<file path="src/rtl/gray_counter_ctrl_if.sv">
// Control/status bundle for gray_counter_ctrl.
// Optional bin_out signal is present only when GRAY_BIN_OUT_EN is defined.
interface gray_counter_ctrl_if #(
  parameter int unsigned N = 8
) ();
  logic         start;
  logic         stop;
  logic         step;
  logic         clear;
  logic         up_dn;
  logic [1:0]   rate_sel;
  logic [N-1:0] leds;
  logic         running;
  logic         wrap;

`ifdef GRAY_BIN_OUT_EN
  logic [N-1:0] bin_out;

  modport master (
    output start, stop, step, clear, up_dn, rate_sel,
    input  leds, running, wrap, bin_out
  );
  modport slave (
    input  start, stop, step, clear, up_dn, rate_sel,
    output leds, running, wrap, bin_out
  );
`else
  modport master (
    output start, stop, step, clear, up_dn, rate_sel,
    input  leds, running, wrap
  );
  modport slave (
    input  start, stop, step, clear, up_dn, rate_sel,
    output leds, running, wrap
  );
`endif
endinterface

</file>
<file path="src/rtl/gray_counter_ctrl.sv">
// Gray-code LED counter with prescaler, run/stop/step FSM, direction and rate select.
// Define GRAY_BIN_OUT_EN to expose the registered binary count on bus.bin_out.
module gray_counter_ctrl #(
  parameter int unsigned N        = 8,
  parameter int unsigned DISTANCE = 100000000
) (
  input  logic               clk,
  input  logic               reset,
  gray_counter_ctrl_if.slave bus
);
  localparam int unsigned  PW      = $clog2(DISTANCE);
  localparam logic [N-1:0] BIN_MAX = {N{1'b1}};
  // Prescaler reset value is never observed: STOPPED freezes it and start reloads it.
  localparam logic [PW-1:0] PSC_RST = PW'(DISTANCE - 1);

  typedef enum logic {
    STOPPED = 1'b0,
    RUNNING = 1'b1
  } state_t;

  state_t        state, state_nxt;
  logic [N-1:0]  bin, bin_nxt;
  logic [N-1:0]  leds_q, leds_nxt;
  logic [PW-1:0] psc, psc_nxt;
  logic          wrap_q, wrap_nxt;
  logic          running_q;
  logic [PW-1:0] reload_c;
  logic          tick_c;
  logic          advance_c;

  // State register and all output registers.
  always_ff @(posedge clk or negedge reset) begin
    if (!reset) begin
      state     <= STOPPED;
      bin       <= '0;
      leds_q    <= '0;
      psc       <= PSC_RST;
      wrap_q    <= 1'b0;
      running_q <= 1'b0;
    end else begin
      state     <= state_nxt;
      bin       <= bin_nxt;
      leds_q    <= leds_nxt;
      psc       <= psc_nxt;
      wrap_q    <= wrap_nxt;
      running_q <= (state_nxt == RUNNING);
    end
  end

  // Next-state, prescaler and count; priority clear > stop > start > advance.
  always_comb begin
    state_nxt = state;
    bin_nxt   = bin;
    psc_nxt   = psc;
    wrap_nxt  = 1'b0;
    advance_c = 1'b0;
    reload_c  = PW'((DISTANCE >> bus.rate_sel) - 1);
    tick_c    = (state == RUNNING) && (psc == '0);

    if (bus.clear) begin
      bin_nxt = '0;
      psc_nxt = reload_c;
    end else if (bus.stop) begin
      state_nxt = STOPPED;
      psc_nxt   = reload_c;
    end else if (bus.start && (state == STOPPED)) begin
      state_nxt = RUNNING;
      psc_nxt   = reload_c;
    end else begin
      if (state == RUNNING) begin
        psc_nxt = tick_c ? reload_c : psc - PW'(1);
      end
      advance_c = tick_c || ((state == STOPPED) && bus.step);
    end

    if (advance_c) begin
      if (bus.up_dn) begin
        bin_nxt  = bin + N'(1);
        wrap_nxt = (bin == BIN_MAX);
      end else begin
        bin_nxt  = bin - N'(1);
        wrap_nxt = (bin == '0);
      end
    end

    leds_nxt = bin_nxt ^ (bin_nxt >> 1);
  end

  assign bus.leds    = leds_q;
  assign bus.wrap    = wrap_q;
  assign bus.running = running_q;
`ifdef GRAY_BIN_OUT_EN
  assign bus.bin_out = bin;
`endif
endmodule
</file>
<file path="src/flat_wrapper.sv">
// flat-port wrapper written by rule: the top's interface ports become plain ports
module gray_counter_ctrl_flat 
#(
  parameter int unsigned N        = 8,
  parameter int unsigned DISTANCE = 100000000
)
  (clk, reset, bus_start, bus_stop, bus_step, bus_clear, bus_up_dn, bus_rate_sel, bus_leds, bus_running, bus_wrap);
  gray_counter_ctrl_if #(.N(N)) bus_i ();
  input  logic clk;
  input  logic reset;
  input wire logic [$bits(bus_i.start)-1:0] bus_start;
  input wire logic [$bits(bus_i.stop)-1:0] bus_stop;
  input wire logic [$bits(bus_i.step)-1:0] bus_step;
  input wire logic [$bits(bus_i.clear)-1:0] bus_clear;
  input wire logic [$bits(bus_i.up_dn)-1:0] bus_up_dn;
  input wire logic [$bits(bus_i.rate_sel)-1:0] bus_rate_sel;
  output wire logic [$bits(bus_i.leds)-1:0] bus_leds;
  output wire logic [$bits(bus_i.running)-1:0] bus_running;
  output wire logic [$bits(bus_i.wrap)-1:0] bus_wrap;
  assign bus_i.start = bus_start;
  assign bus_i.stop = bus_stop;
  assign bus_i.step = bus_step;
  assign bus_i.clear = bus_clear;
  assign bus_i.up_dn = bus_up_dn;
  assign bus_i.rate_sel = bus_rate_sel;
  assign bus_leds = bus_i.leds;
  assign bus_running = bus_i.running;
  assign bus_wrap = bus_i.wrap;
  gray_counter_ctrl #(.N(N), .DISTANCE(DISTANCE)) u_core (.clk(clk), .reset(reset), .bus(bus_i));
endmodule
</file>
<file path="config.mk">
export PLATFORM = sky130hd
export DESIGN_NAME = gray_counter_ctrl_flat
export DESIGN_NICKNAME = d
export VERILOG_FILES = /design/src/rtl/gray_counter_ctrl_if.sv /design/src/rtl/gray_counter_ctrl.sv /design/src/flat_wrapper.sv
export SDC_FILE = /design/constraint.sdc
export NUM_CORES = 1
export LEC_CHECK = 0
export ABC_AREA = 1
export CORE_AREA = 5 5 95 97
export CTS_CLUSTER_DIAMETER = 80
export DETAILED_ROUTE_END_ITERATION = 8
export DIE_AREA = 0 0 100 102
export MAX_ROUTING_LAYER = met4
export PLACE_DENSITY = 0.61
export SLEW_MARGIN = 40
export SYNTH_ARGS = -nofsm -noshare
export SYNTH_HDL_FRONTEND = slang
export SYNTH_SLANG_ARGS = --single-unit
</file>
<file path="constraint.sdc">
create_clock -name clk -period 1.6 [get_ports clk]
set_input_delay 0.24 -clock clk [delete_from_list [all_inputs] [get_ports clk]]
set_output_delay 0.24 -clock clk [all_outputs]
set_load 0.01 [all_outputs]
</file>
==> results.txt <==
----------------------------------------------------
[Run status]
  Violations in the final reports ... setup timing
  Status ... complete, but fails checks

[Synth]
  Total nets after synthesis ... 483
  Dominant cell by count in the synthesized netlist ... nand2_1
  Synth unique cells ... 36
  Number of synthesized flops with an enable pin ... 0
  Yosys synthesis warning count ... 0
  Synthesized area per cell ... 6.87 µm²
  Top_reg_cell synth ... dfrtp_1
  Gate Count Post-Synth ... 465
  Portion of the post-synthesis area used by sequential elements ... 35.2%
  FF+latch count, synth ... 44
  Biggest area contributors in the synthesized netlist ... dfrtp_1 20%, nand2_1 18%, dfstp_2 16%, nor2_1 6.9%, inv_1 6.2%
  Fraction of registers with async set/reset ... 100%
  Share of the synthesized area in the top cell type ... 19.6%
  Synth Cell Area ... 3200 µm²
  Area leader, netlist ... dfrtp_1
  List of most frequent post-synthesis cells ... 151 x nand2_1, 59 x nor2_1, 53 x inv_1, 36 x nand3_1, 25 x dfrtp_1

[Power]
  P_leak ... 2.20 nW
  Largest voltage drop on the vdd net ... 0.428 mV
  Cell Int Power ... 2.14 mW
  PwrDens ... 654 nW/µm²
  Sw Ratio ... 31.3%
  Total power consumption of the routed design ... 3.11 mW
  Fraction of power consumed by sequential logic ... 41.2%
  Net switching power figure ... 972 µW
  Clock network power share ... 28.5%
  Fraction of power consumed by combinational cells ... 30.3%

[Timing]
  Worst Max-Slew Pin Slew ... 481 ps
  Headroom to the max-slew limit ... 68.0%
  Maximum operating frequency ... 0.583 GHz
  Number of pins exceeding their max-slew limit in the final report ... 0
  Setup repair after global routing missed its margin ... yes
  Hold Violations, Final ... 0
  Final Cycle Share ... 107%
  Final setup vio count ... 25
  Max Clock Skew ... 16.4 ps
  Hold WS ... 408 ps
  Setup slack after layout ... -117 ps
  Tmin final ... 1720 ps

[Worst setup path]
  WP data required ... 1840 ps
  Category of the most critical setup path ... flip-flop to flip-flop
  Arrival time at the worst endpoint ... 1960 ps
  Worst-case reg-to-reg path depth ... 9
  Sort of element at the end of the critical path ... flip-flop
  Start of the worst register-to-register path ... u_core.psc[1]
  Crit-path cells ... inv_2 -> ha_4 -> nand2_4 -> nor2_4 -> nand4_4 -> nand3_4 -> buf_6 -> o211ai_1 -> nand2_1
  Worst R2R End ... u_core.psc[7]
  Crit path max-delay family ... flip-flops
  Startpoint type of the worst setup path ... flip-flop
  Source of the critical timing path ... u_core.psc[1]
  Max incr delay on CP ... 550 ps
  Critical-path cell with the highest stage delay ... dfstp_2
  Biggest fanout along the worst timing path ... 6
  Worst Path Buf+Inv ... 2
  Worst-case register-to-register setup slack ... -120 ps

[Worst hold path]
  Hold Path Class ... input pin to async pin

[Clock network]
  Total CTS buffers ... 5
  Clock tree sinks ... 44
  Level count of the clock H-tree ... 2
  Clock network latency to the later pin of the worst-skew pair ... 310 ps
  Clock-pin transition on the worst setup and hold timing paths ... 90 ps
  Clock tree buffer depth ... 2
  Root buffer selected by CTS ... clkbuf_8
  Clock tree from TritonCTS ... yes

[Floorplan]
  Overall die area ... 10200 µm²
  Floorplan core area ... 8050 µm²
  Initial Util ... 39.7%
  Io pins ... 19
  Floorplan row count ... 33
  Height of the die ... 102 µm
  Horizontal extent of the die ... 100 µm

[Place]
  Routability Congestion ... 0.915
  Quantity of I/O buffers inserted on ports ... 18
  Half-perimeter wire length after detailed placement ... 7.09 mm

[Cells and area]
  P&R area growth vs syn ... 48.7%
  Total inserted antenna cells ... 0
  Share of final-layout standard cells stronger than drive strength 1 ... 40.4%
  Final-stage net count ... 604

[Run]
  MaxCap Viol Count ... 0

[Global routing]
  Overall fraction of global-route tracks in use ... 19.7%
  Overall overflow remaining after global route ... 0
  Number of global-route vias before repair ... 3272
  Antenna violations before repair ... 0
  Pin count of the biggest net entering global routing ... 27
  Global-route wire length before repair ... 15.5 mm

[Detailed routing]
  Drt first pass iters ... 5
  Via-per-instance ratio ... 4.85
  Routed WL ... 9.45 mm
  Routed length per placed instance ... 13.7 µm
  Remaining design rule violation count ... 0
  Remaining antenna violation count after routing ... 0
  Initial detailed-routing violation count ... 120
  Vias after detailed routing ... 3354

----------------------------------------------------
## cells by family (layout without fill, tap and decap cells)
kind of cell / Yosys count / after routing / synth area share [%]
buffers and inverters: 66 / 186 / 8.65
flip-flops: 44 / 44 / 35.2
adder cells (fa/ha/maj): 9 / 9 / 3.76
AO/OA/AOI/OAI: 36 / 36 / 6.46
AND/OR/NAND/NOR: 290 / 292 / 40.4
XOR/XNOR: 20 / 20 / 5.48
## through the flow
| step | cell area, µm² | TNS, ps | utilization (%) | setup WS, ps | instances |
|---|---|---|---|---|---|
| 2_1_floorplan | 3250 | -4.02 | - | -4.02 | 465 |
| 3_3_place_gp | 4220 | -8770 | 52.4 | -585 | 674 |
| 3_5_place_dp | 4220 | -10570 | 52.4 | -642 | 674 |
| 4_1_cts | 4530 | -1720 | 56.2 | -93.8 | 688 |
| 5_1_grt | 4750 | -4650 | 59.0 | -208 | 692 |
| 6_report | 4750 | -1700 | 59.0 | -117 | 692 |
## cells in the final DEF (no fill, tap or decap), types with 2 or more instances in the layout
| cell type | instances |
|---|---|
| nand2_1 | 128 |
| buf_4 | 98 |
| inv_1 | 45 |
| nor2_1 | 41 |
| nand3_1 | 29 |
| nand2_2 | 25 |
| dfrtp_1 | 24 |
| dfstp_2 | 19 |
| nor2_2 | 17 |
| clkdlybuf4s50_1 | 16 |
| o21ai_0 | 11 |
| xnor2_1 | 10 |
| xor2_1 | 10 |
| inv_2 | 9 |
| nor2_4 | 9 |
| nand4_1 | 9 |
| nand2_4 | 7 |
| nand3_2 | 7 |
| o21ai_2 | 7 |
| a21oi_1 | 6 |
| ha_4 | 6 |
| a21oi_2 | 5 |
| nand3b_1 | 5 |
| clkbuf_8 | 5 |
| buf_6 | 4 |
| nand2_8 | 3 |
| or2_2 | 3 |
| nor4_1 | 3 |
| nand3_4 | 2 |
| o21ai_1 | 2 |
| ha_1 | 2 |
## power by group through the flow
stage                     clock (mW)  sequential, mW  combinational (mW)
after floorplan                    0            1.31               0.394
after global placement             0            1.29               0.806
after detailed placement           0            1.29               0.822
after CTS                      0.904            1.28               0.881
after global routing           0.941            1.29                1.04
final                          0.887            1.28               0.941
## final cells by class
cell class                 count  area [µm²]
clock buffer                   6        72.6
clock inverter                 2        35.0
fill                         766        3300
inverter                      56         220
multi-input combinational    357        2180
sequential                    44        1130
tap                          105         131
timing repair buffer         122         985
## how the worst max path moves through the flow
stage | to | slack, ps | depth (start not counted)
floorplan | u_core.bus.leds[6] | -4 | 14
global route | u_core.psc[9] | -210 | 9
CTS | u_core.bus.leds[1] | -90 | 11
detailed placement | u_core.bus.leds[5] | -640 | 10
global placement | u_core.bus.leds[5] | -590 | 10
finish | u_core.psc[7] | -120 | 9
## state kept, by name, indices dropped and copies added, names as in the netlist
name / count
u_core.bin: 8
u_core.psc: 27
u_core.bus.wrap: 1
u_core.state: 1
u_core.bus.leds: 7
## layer usage
layer	part of all wire [%]	global-route usage, %	vias to the layer above
met5	0	-	-
li1	-	-	1717
met4	1.8	4.77	0
met2	54	36.4	64
met3	2.3	2.39	14
met1	42	22.7	1559
## repair_timing
action,4_1_cts,5_1_grt
buffers inserted,2,4
resized for setup,43,54
hold endpoints to repair,6,0
endpoints found under the setup margin,38,42
pin swaps,22,21
hold buffers,1,0
cloned,3,0
No activity file was read; power rests on OpenSTA's default activity.
